$ cat src/rtl/pdm_decimator.sv
// pdm_decimator: PDM mic clocking, boxcar decimation to unsigned PCM, valid/ready output with overrun flag
module pdm_decimator #(
    parameter int WORD_LENGTH    = 16,
    parameter int CLOCK_DIVIDE   = 50,
    parameter int DECIMATION     = 64,
    parameter int SETTLE_WINDOWS = 4
) (
    input  logic                   clock_i,
    input  logic                   reset_i,
    input  logic                   enable_i,
    input  logic                   pdm_data_i,
    output logic                   pdm_clk_o,
    output logic [WORD_LENGTH-1:0] sample_o,
    output logic                   valid_o,
    input  logic                   ready_i,
    output logic                   active_o,
    output logic                   overrun_o
);
    localparam int LOG = $clog2(DECIMATION);
    localparam int DW  = $clog2(CLOCK_DIVIDE);
    localparam int SW  = SETTLE_WINDOWS > 1 ? $clog2(SETTLE_WINDOWS) : 1;
    typedef enum logic [1:0] {IDLE, SETTLE, RUN} state_t;
    state_t state, state_nxt;
    logic [1:0] sync;
    logic [DW-1:0] div_cnt, div_nxt;
    logic [LOG-1:0] bit_cnt;
    logic [LOG:0] ones, total;
    logic [SW-1:0] settle_cnt;
    logic [WORD_LENGTH-1:0] sample_val;
    logic strobe, done, last_settle, publish;
    always_comb begin
        strobe      = state != IDLE && enable_i && div_cnt == DW'(CLOCK_DIVIDE - 1);
        done        = strobe && bit_cnt == LOG'(DECIMATION - 1);
        total       = ones + (LOG + 1)'(sync[1]);
        sample_val  = total[LOG] ? '1 : WORD_LENGTH'(total[LOG-1:0]) << (WORD_LENGTH - LOG);
        last_settle = settle_cnt == SW'(SETTLE_WINDOWS - 1);
        publish     = done && state == RUN;
        state_nxt   = state;
        if (!enable_i)
            state_nxt = IDLE;
        else if (state == IDLE)
            state_nxt = (SETTLE_WINDOWS == 0) ? RUN : SETTLE;
        else if (state == SETTLE && done && last_settle)
            state_nxt = RUN;
        div_nxt = (state == IDLE || state_nxt == IDLE || div_cnt == DW'(CLOCK_DIVIDE - 1)) ? '0 : div_cnt + DW'(1);
    end
    always_ff @(posedge clock_i or negedge reset_i) begin
        if (!reset_i)
            state <= IDLE;
        else
            state <= state_nxt;
    end
    always_ff @(posedge clock_i or negedge reset_i) begin
        if (!reset_i) begin
            sync       <= '0;
            div_cnt    <= '0;
            bit_cnt    <= '0;
            ones       <= '0;
            settle_cnt <= '0;
            pdm_clk_o  <= 1'b0;
            sample_o   <= '0;
            valid_o    <= 1'b0;
            active_o   <= 1'b0;
            overrun_o  <= 1'b0;
        end else begin
            sync      <= {sync[0], pdm_data_i};
            div_cnt   <= div_nxt;
            pdm_clk_o <= div_nxt >= DW'(CLOCK_DIVIDE / 2);
            active_o  <= state_nxt == RUN;
            if (state == IDLE || state_nxt == IDLE) begin
                ones       <= '0;
                bit_cnt    <= '0;
                settle_cnt <= '0;
            end else if (strobe) begin
                ones    <= done ? '0 : total;
                bit_cnt <= bit_cnt + LOG'(1);
                if (done && state == SETTLE)
                    settle_cnt <= settle_cnt + SW'(1);
            end
            if (state == IDLE && state_nxt != IDLE)
                overrun_o <= 1'b0;
            if (state_nxt == IDLE)
                valid_o <= 1'b0;
            else if (publish) begin
                sample_o <= sample_val;
                valid_o  <= 1'b1;
                if (valid_o && !ready_i)
                    overrun_o <= 1'b1;
            end else if (valid_o && ready_i)
                valid_o <= 1'b0;
        end
    end
endmodule

$ cat config.mk
export PLATFORM = sky130hd
export DESIGN_NAME = pdm_decimator
export DESIGN_NICKNAME = d
export VERILOG_FILES = /design/src/rtl/pdm_decimator.sv
export SDC_FILE = /design/constraint.sdc
export NUM_CORES = 1
export LEC_CHECK = 0
export ABC_CLOCK_PERIOD_IN_PS = 5650
export BUFFER_PORTS_ARGS = -buffer_cell sky130_fd_sc_hd__buf_2
export CORE_MARGIN = 1.5
export CORE_UTILIZATION = 55
export DETAILED_ROUTE_END_ITERATION = 6
export PLACE_DENSITY = 0.82
export SYNTH_ARGS = -nofsm -noshare
export SYNTH_HDL_FRONTEND = slang
export SYNTH_SLANG_ARGS = --single-unit
$ cat constraint.sdc
create_clock -name clock_i -period 5.65 [get_ports clock_i]
set_input_delay 0.8475 -clock clock_i [delete_from_list [all_inputs] [get_ports clock_i]]
set_output_delay 0.8475 -clock clock_i [all_outputs]
set_load 0.1 [all_outputs]
==> impl_metrics.py, run 1 <==
metrics = {
    "critical_path": {
        "worstSetupPathType": "flip-flop to output pin",
        "cp-end-kind": "output pin",
        "arrival_ps": 1350,
        "worstSetupStartpointType": "flip-flop",
        "path_buf_inv": 1,
        "slowest_stage": "dfrtp_1",
        "crit_required_ps": 4800,
        "crit_fanout": 11,
        "critPathMaxStageDelay_ps": 510,
        "path_cells": "buf_2",
        "critPathTopFamily": "flip-flops",
    },
    "timing": {
        "relSlewSlack_pct": 48.1,
        "setup_violations": 0,
        "worstMarginPinSlew_ps": 778,
        "final_max_slew_viol_count": 0,
        "finalHoldViolCount": 0,
        "fmax_mhz": 456,
        "rsz0062_at_grt": "false",
        "finClkSkew_ps": 22.1,
        "timing.final.crit_share_pct": 38.8,
        "period_needed_ps": 2190,
        "tns_ps": 0,
    },
    "finish": {
        "fin_nets": 207,
        "final_cells": 241,
        "syn2layout_area_growth_pct": 8.24,
        "layout-drive-gt1-share_pct": 22.8,
        "diodes": 0,
        "fillers": 245,
        "layout_commonest_cell": "dfrtp_1",
        "final_cell_mix": "36 x dfrtp_1, 24 x buf_2, 19 x nor2_1, 13 x nand2_1, 12 x nand3_1",
    },
    "logic_synthesis": {
        "yosysUniqueCellTypes": 43,
        "synthAdderAreaFrac_pct": 4.05,
        "synth_area_sq_mm": 0.00185,
        "synth.avg_cell_area_sq_um": 10.5,
        "synth_cells": 177,
        "syn_nets": 188,
        "synth_compound_area_share_pct": 10.1,
        "synth_top_family_by_area": "simple AND/OR/NAND/NOR gates",
        "muxShareOfSynthArea_pct": 4.19,
        "yosys.area_share.simple_pct": 20.8,
        "synthXorXnorAreaFrac_pct": 5.67,
        "synth-warning-count": 0,
        "ys_seq_area_share_pct": 48.6,
        "ys_seq_elements": 36,
    },
    "placement": {
        "place.gp.congestion": 0.804,
        "place_hpwl_mm": 2.75,
        "numPortBuffers": 24,
        "placedCellCount": 233,
    },
    "grt": {
        "top_usage_layer": "met2",
        "grt.overflow.total": 0,
        "track_usage_pct": 24.5,
        "grt_pass1_vias": 1376,
        "met3_usage_pct": 6.30,
        "grt_use_met2_pct": 37.8,
        "use_met1_pct": 32.8,
        "grt_pass1_wl_mm": 6.38,
        "antenna_found_initial": 0,
        "grt_max_degree": 37,
    },
    "die": {
        "die_area_sq_mm": 0.00373,
        "rows": 20,
        "die_w_um": 61.0,
        "pin_count": 25,
        "initial_core_util_pct": 59.2,
        "core_area_sq_mm": 0.00313,
        "die_h_um": 61.0,
    },
    "detailed_routing": {
        "drt_pre_antenna_iters": 4,
        "route.vias.total": 1382,
        "drtIter0Drc": 74,
        "postRouteAntennaNets": 0,
        "vias_per_cell": 5.73,
        "postRouteWirelength_mm": 3.68,
        "drc_errors": 0,
        "wl_per_cell_um": 15.3,
    },
    "cts": {
        "clock_latency_ps": 350,
        "clkSinkCount": 36,
        "cts_max_path_buffers": 2,
        "cts_max_level": 2,
        "cts_resized": 0,
        "path_clk_slew_ps": 120,
        "numCtsBuffers": 5,
        "clock-root-buffer": "clkbuf_4",
        "cts_tree": "yes",
        "holdBufCountCts": 0,
        "post-cts-setup-buffer-count": 0,
    },
    "power": {
        "ir_worst_vdd_mv": 0.160,
        "cellLeakagePower_nw": 0.990,
        "p_per_area_mw_per_mm2": 212,
    },
    "status": {
        "outcome": "finished, final reports clean",
    },
    "worst_hold_path": {
        "hp-class": "flip-flop to flip-flop",
    },
    "job": {
        "drv_cap": 0,
    },
}
## flip-flops by register name (all words and copies together), names as in the netlist
register    cells
sync            2
settle_cnt      2
bit_cnt         6
div_cnt         6
ones            7
sample_o        7
valid_o         1
state           2
active_o        1
overrun_o       1
pdm_clk_o       1
## layer usage
metal,vias to the layer above,part of all wire (%)
li1,657,-
met1,673,44
met2,44,49
met3,8,4.8
met4,0,2.2
met5,-,0
## synthesized netlist by cell type, drive strengths merged
master	count	area share [%]
o211a	2	1.1
nand3b	3	1.2
o31ai	1	0.41
nor3b	2	0.81
nand4	4	1.4
mux2i	1	0.54
and4bb	1	0.68
a31oi	1	0.34
a32o	3	1.6
nor4	1	0.34
a22oi	3	1.2
a21boi	1	0.41
or3	3	1.3
ha	6	4.1
mux2	6	3.6
or4	1	0.41
clkbuf	1	0.20
o32ai	1	0.47
buf	12	4.7
inv	8	1.6
xor2	8	3.8
and3	2	0.68
and2	1	0.34
nand4bb	1	1.5
or2	1	0.34
a21oi	5	1.4
o21ai	5	1.4
dfrtp	36	49
a221oi	1	0.47
nand2b	2	0.68
nor2b	1	0.34
nand3	12	3.2
xnor2	4	1.9
nor3	2	1.1
nor2	19	3.8
a31o	2	0.95
o22a	1	0.47
nand2	13	2.6
## logic make-up (layout without fill, tap and decap cells)
family | Yosys count | in the layout
AOI/OAI and AO/OA | 26 | 26
xor gates and xnor gates | 12 | 12
adders and majority gates | 6 | 6
buffers and inverters | 21 | 41
DFF | 36 | 36
muxes | 7 | 7
and+or+nand+nor | 69 | 69
## layout make-up
class / instances / area, sq um / area share [%]
Inverter: 8 / 30.0 / 1.50
Tap cell: 44 / 55.1 / 2.74
Multi-Input combinational cell: 120 / 831 / 41.4
Timing Repair Buffer: 25 / 128 / 6.36
Sequential cell: 36 / 901 / 44.9
Clock inverter: 2 / 10.0 / 0.499
Clock buffer: 6 / 51.3 / 2.56
## through the flow
stage	setup slack (ps)	hold WS [ps]	utilization, %	area (sq um)	power, mW
after floorplan	3330	331	-	1850	0.276
after global placement	3440	334	62.2	1940	0.285
final	3460	372	64.1	2010	0.424
after CTS	3450	381	64.1	2010	0.429
after detailed placement	3360	356	62.2	1940	0.287
after global routing	3330	382	64.1	2010	0.443
## power by group
part | internal, mW | total, mW | switching [mW]
logic | 0.00463 | 0.0192 | 0.0146
clock network | 0.0592 | 0.143 | 0.0840
registers | 0.260 | 0.262 | 0.00234
total | 0.323 | 0.424 | 0.101
## worst paths after layout
path	from	to	slack, ps	cells after the start
setup / recovery	sample_o[9]	sample_o[0]	3460	1
hold / removal	sync[0]	sync[1]	370	0
max in group asynchronous	reset_i	sample_o[10]	4580	1
min in group asynchronous	reset_i	ones[3]	560	1
hold reg to reg	sync[0]	sync[1]	370	0
setup reg to reg	div_cnt[1]	sample_o[11]	3530	6
Power figures use the tool's default switching activity.
==> inputs of run 2 (changes only) <==
ABC_CLOCK_PERIOD_IN_PS = 1900   (was 5650)
CORE_UTILIZATION = 51   (was 55)
PLACE_DENSITY = 0.8   (was 0.82)
clock period = 1.9 ns   (was 5.65 ns; I/O delays follow)
==> run 2 against run 1 <==
Power grew to 2.8 times the previous value. Worst hold slack worse by 360 ps. Clock skew is 15 ps lower. Sequential power rose to 3.0 times the previous value. Via count decreased by 0.22%. Final area is 6.3% higher. Combinational power rose to 3.4 times the previous value. Sequential cell count stayed put. Worst setup slack got worse by 3400 ps. Highest routed layer unchanged. Non-clock buffer count up 13.
==> impl_metrics.py, run 2 (synthesis results as in run 1) <==
metrics = {
    "timing": {
        "relSlewSlack_pct": 48.8,
        "timing.final.crit_share_pct": 98.7,
        "setup_violations": 0,
        "timing.hold.ws_ps": 13.8,
        "fmax_mhz": 533,
        "period_needed_ps": 1880,
        "finClkSkew_ps": 7.28,
        "worstMarginPinSlew_ps": 769,
        "rsz0062_at_grt": "true",
        "finalHoldViolCount": 0,
        "tns_ps": 0,
        "final_max_slew_viol_count": 0,
    },
    "power": {
        "ir_worst_vdd_mv": 0.255,
        "cellLeakagePower_nw": 1.05,
        "p_per_area_mw_per_mm2": 567,
    },
    "detailed_routing": {
        "drt_pre_antenna_iters": 4,
        "drc_errors": 0,
        "wl_per_cell_um": 12.9,
        "postRouteAntennaNets": 0,
        "postRouteWirelength_mm": 3.30,
        "vias_per_cell": 5.41,
        "route.vias.total": 1379,
        "drtIter0Drc": 88,
    },
    "cts": {
        "clock-root-buffer": "clkbuf_4",
        "clkSinkCount": 36,
        "clock_latency_ps": 330,
        "numCtsBuffers": 5,
        "path_clk_slew_ps": 100,
        "cts_tree": "yes",
        "holdBufCountCts": 0,
        "cts_max_level": 2,
        "cts_max_path_buffers": 2,
    },
    "job": {
        "drv_cap": 0,
    },
    "worst_hold_path": {
        "hp-class": "input pin to asynchronous set/reset pin",
    },
    "grt": {
        "grt_pass1_vias": 1341,
        "grt.overflow.total": 0,
        "antenna_found_initial": 0,
        "grt_pass1_wl_mm": 5.85,
        "grt_max_degree": 37,
        "track_usage_pct": 18.7,
    },
    "critical_path": {
        "slowest_stage": "or3_4",
        "arrival_ps": 2100,
        "rr_startpoint": "bit_cnt[0]",
        "critPathTopFamily": "simple AND/OR/NAND/NOR gates",
        "cp-end-kind": "flip-flop",
        "ff2ff_path_depth": 6,
        "path_buf_inv": 1,
        "crit_required_ps": 2130,
        "path_cells": "ha_2 > nand3_2 > or3_4 > nor3_4 > buf_12 > mux2_4",
        "worstSetupPathType": "flip-flop to flip-flop",
        "critPathMaxStageDelay_ps": 420,
        "worstSetupStartpointType": "flip-flop",
        "r2r_setup_slack_ps": 20,
        "crit_fanout": 6,
        "r2r-end": "sample_o[15]",
    },
    "finish": {
        "syn2layout_area_growth_pct": 15.1,
        "multiInputGateArea_sq_um": 860,
        "fillers": 285,
        "diodes": 0,
        "fin_util_pct": 62.4,
        "final_cells": 255,
        "layout-drive-gt1-share_pct": 28.2,
        "final_cell_mix": "36 x dfrtp_1, 24 x buf_2, 19 x nor2_1, 13 x nand2_1, 13 x buf_4",
        "register_area_sq_um": 901,
        "fin_nets": 220,
        "layout_commonest_cell": "dfrtp_1",
        "reg_top3": "ones: 7 flops, sample_o: 7 flops",
        "final_area_sq_mm": 0.00213,
    },
    "die": {
        "rows": 21,
        "pin_count": 25,
        "die_area_sq_mm": 0.00400,
        "die_h_um": 63.3,
        "initial_core_util_pct": 54.2,
        "die_w_um": 63.3,
        "core_area_sq_mm": 0.00342,
    },
    "placement": {
        "place.gp.congestion": 0.806,
        "dpl_cell_area_sq_mm": 0.00203,
        "place_hpwl_mm": 2.43,
        "placedCellCount": 246,
        "numPortBuffers": 24,
    },
    "status": {
        "outcome": "finished, final reports clean",
    },
}
-- run 2: changes by cell type in the layout (fill, tap and decap cells not counted), sizes merged --
cell	delta
buf	+13
clkinv	-1
-- run 2: how the worst max path moves through the flow --
stage	from	end	slack [ps]	depth (start not counted)
finish	bit_cnt[0]	sample_o[15]	20	6
global route	bit_cnt[1]	sample_o[11]	-20	6
CTS	div_cnt[1]	sample_o[15]	20	6
detailed placement	div_cnt[1]	sample_o[15]	30	6
global placement	div_cnt[1]	sample_o[10]	90	6
floorplan	div_cnt[1]	sample_o[9]	10	6
-- run 2: what timing repair did --
action / 4_1_cts / 5_1_grt
setup endpoints to repair: 0 / 7
hold endpoints to repair: 0 / 0
buffers inserted: 0 / 2
gates resized for setup: 0 / 7
-- run 2: through the flow --
stage	total power [mW]	setup slack, ps
2_1_floorplan	0.822	13.5
3_3_place_gp	0.857	85.3
3_5_place_dp	0.858	29.0
4_1_cts	1.23	18.7
5_1_grt	1.28	-17.8
6_report	1.21	25.0
-- run 2: layout make-up --
cell class | instances | share of cell area [%]
flip-flops and latches | 36 | 42.3
multi-input cells | 120 | 40.3
repair buffers | 38 | 11.2
well taps | 46 | 2.70
clock buffers | 6 | 1.94
inverters | 8 | 1.41
clock inverters | 1 | 0.235
-- run 2: report_power, final --
group	switching [mW]	total [mW]	internal, mW
Clock	0.231	0.368	0.136
Combinational	0.0461	0.0654	0.0193
Sequential	0.00426	0.776	0.772
Total	0.282	1.21	0.927
-- run 2: metal layers --
metal,share of wire [%],up-vias,track usage (%)
met1,46,668,21.9
met2,49,28,31.5
met5,0,-,0
li1,-,678,-
met3,3.5,5,5.71
met4,1.2,0,8.42
==> inputs of run 3 (changes only) <==
CORE_MARGIN = not set   (was 1.5)
PLACE_DENSITY = 0.83   (was 0.8)
==> run 3 against run 2 <==
Sequential cell count stayed put. Critical path depth rose by 1. Worst setup slack improved by 15 ps. Largest power group unchanged.
==> impl_metrics.py, run 3 (synthesis results as in run 1) <==
metrics = {
    "timing": {
        "relSlewSlack_pct": 49.2,
        "final_max_slew_viol_count": 0,
        "finClkSkew_ps": 4.60,
        "timing.final.crit_share_pct": 97.9,
        "timing.hold.ws_ps": 12.5,
        "finalHoldViolCount": 0,
        "period_needed_ps": 1860,
        "rsz0062_at_grt": "true",
        "worstMarginPinSlew_ps": 762,
        "fmax_mhz": 538,
        "setup_violations": 0,
        "layout_setup_ws_ps": 39.8,
    },
    "critical_path": {
        "crit_fanout": 6,
        "cp-end-kind": "flip-flop",
        "rr_startpoint": "div_cnt[1]",
        "r2r_setup_slack_ps": 40,
        "worstSetupPathType": "flip-flop to flip-flop",
        "arrival_ps": 2090,
        "cp-startpoint": "div_cnt[1]",
        "crit_required_ps": 2120,
        "worstSetupStartpointType": "flip-flop",
    },
    "placement": {
        "placedCellCount": 246,
        "place_hpwl_mm": 2.26,
        "numPortBuffers": 24,
        "place_ws_ps": 30.5,
        "place.gp.congestion": 0.796,
    },
    "grt": {
        "grt_max_degree": 37,
        "track_usage_pct": 18.2,
        "grt_pass1_wl_mm": 5.62,
        "grt.overflow.total": 0,
        "grt_pass1_vias": 1289,
        "antenna_found_initial": 0,
    },
    "detailed_routing": {
        "drc_errors": 0,
        "vias_per_cell": 5.43,
        "route.vias.total": 1385,
        "postRouteWirelength_mm": 3.17,
        "drtIter0Drc": 46,
        "postRouteAntennaNets": 0,
        "drt_pre_antenna_iters": 4,
        "wl_per_cell_um": 12.4,
    },
    "finish": {
        "final_cell_mix": "36 x dfrtp_1, 24 x buf_2, 19 x nor2_1, 13 x nand2_1",
        "layout-drive-gt1-share_pct": 27.8,
        "multiInputGateArea_sq_um": 847,
        "register_area_sq_um": 901,
        "reg_top3": "ones: 7 flops, sample_o: 7 flops",
        "final_cells": 255,
        "diodes": 0,
        "fin_nets": 219,
        "fillers": 285,
        "layout_commonest_cell": "dfrtp_1",
        "syn2layout_area_growth_pct": 14.2,
    },
    "cts": {
        "clock-root-buffer": "clkbuf_4",
        "cts_max_path_buffers": 2,
        "clock_latency_ps": 330,
        "cts_max_level": 2,
        "path_clk_slew_ps": 100,
        "clkSinkCount": 36,
        "cts_tree": "yes",
        "numCtsBuffers": 5,
    },
    "die": {
        "die_h_um": 62.3,
        "initial_core_util_pct": 54.2,
        "pin_count": 25,
        "core_area_sq_mm": 0.00342,
        "rows": 21,
        "die_area_sq_mm": 0.00388,
        "die_w_um": 62.3,
    },
    "power": {
        "ir_worst_vdd_mv": 0.362,
        "p_total_mw": 1.26,
        "p_per_area_mw_per_mm2": 593,
        "cellLeakagePower_nw": 1.05,
    },
    "worst_hold_path": {
        "hp-class": "input pin to asynchronous set/reset pin",
    },
    "job": {
        "drv_cap": 0,
    },
    "status": {
        "outcome": "finished, final reports clean",
    },
}
==> run 3: layout make-up <==
| cell class | count | area share (%) |
|---|---|---|
| multi-input combinational | 120 | 40.0 |
| tap | 46 | 2.72 |
| inverter | 8 | 1.42 |
| sequential | 36 | 42.6 |
| clock buffer | 8 | 2.78 |
| timing repair buffer | 37 | 10.5 |
==> run 3: timing repair <==
| item | in CTS | in global routing |
|---|---|---|
| gates resized for setup | 0 | 6 |
| setup endpoints to repair | 0 | 7 |
| hold buffers | 0 | 0 |
| endpoints found under the hold margin | 0 | 0 |
| setup buffers | 0 | 1 |
==> run 3: power breakdown <==
group	internal, mW	leakage [nW]	switching [mW]
Combinational	0.0197	0.519	0.0467
Clock	0.183	0.0326	0.230
Sequential	0.772	0.494	0.00418
==> run 3: final timing paths <==
path	end	cells past startpoint
worst min-delay path	sample_o[13]	1
worst max register to register	sample_o[15]	7
min in group clock_i	sync[0]	1
worst min register to register	sync[1]	0
max in group asynchronous	bit_cnt[3]	1
worst max-delay path	sample_o[15]	7
==> run 3: worst max-delay path, cell delays in order (launching register included) <==
cell and delay, ps:
dfrtp_1 390, inv_1 60, ha_2 170, inv_2 50
or3_4 390, nor3_4 200, buf_6 160, mux2_2 340
==> run 3: per-stage QoR <==
stage	cell area [sq um]	setup TNS (ps)	utilization (%)
5_1_grt	2120	-55.5	61.9
3_3_place_gp	2030	0	59.5
2_1_floorplan	1860	0	-
6_report	2120	0	61.9
4_1_cts	2090	0	61.2
3_5_place_dp	2030	0	59.5
==> run 3: per-layer routing <==
metal  share of wire, %  global-route usage, %  vias to the layer above
met5                  0                      0                        -
met3                5.2                   5.70                        2
met2                 49                   29.5                       37
met4               0.41                   6.10                        0
met1                 46                   22.9                      667
li1                   -                      -                      679
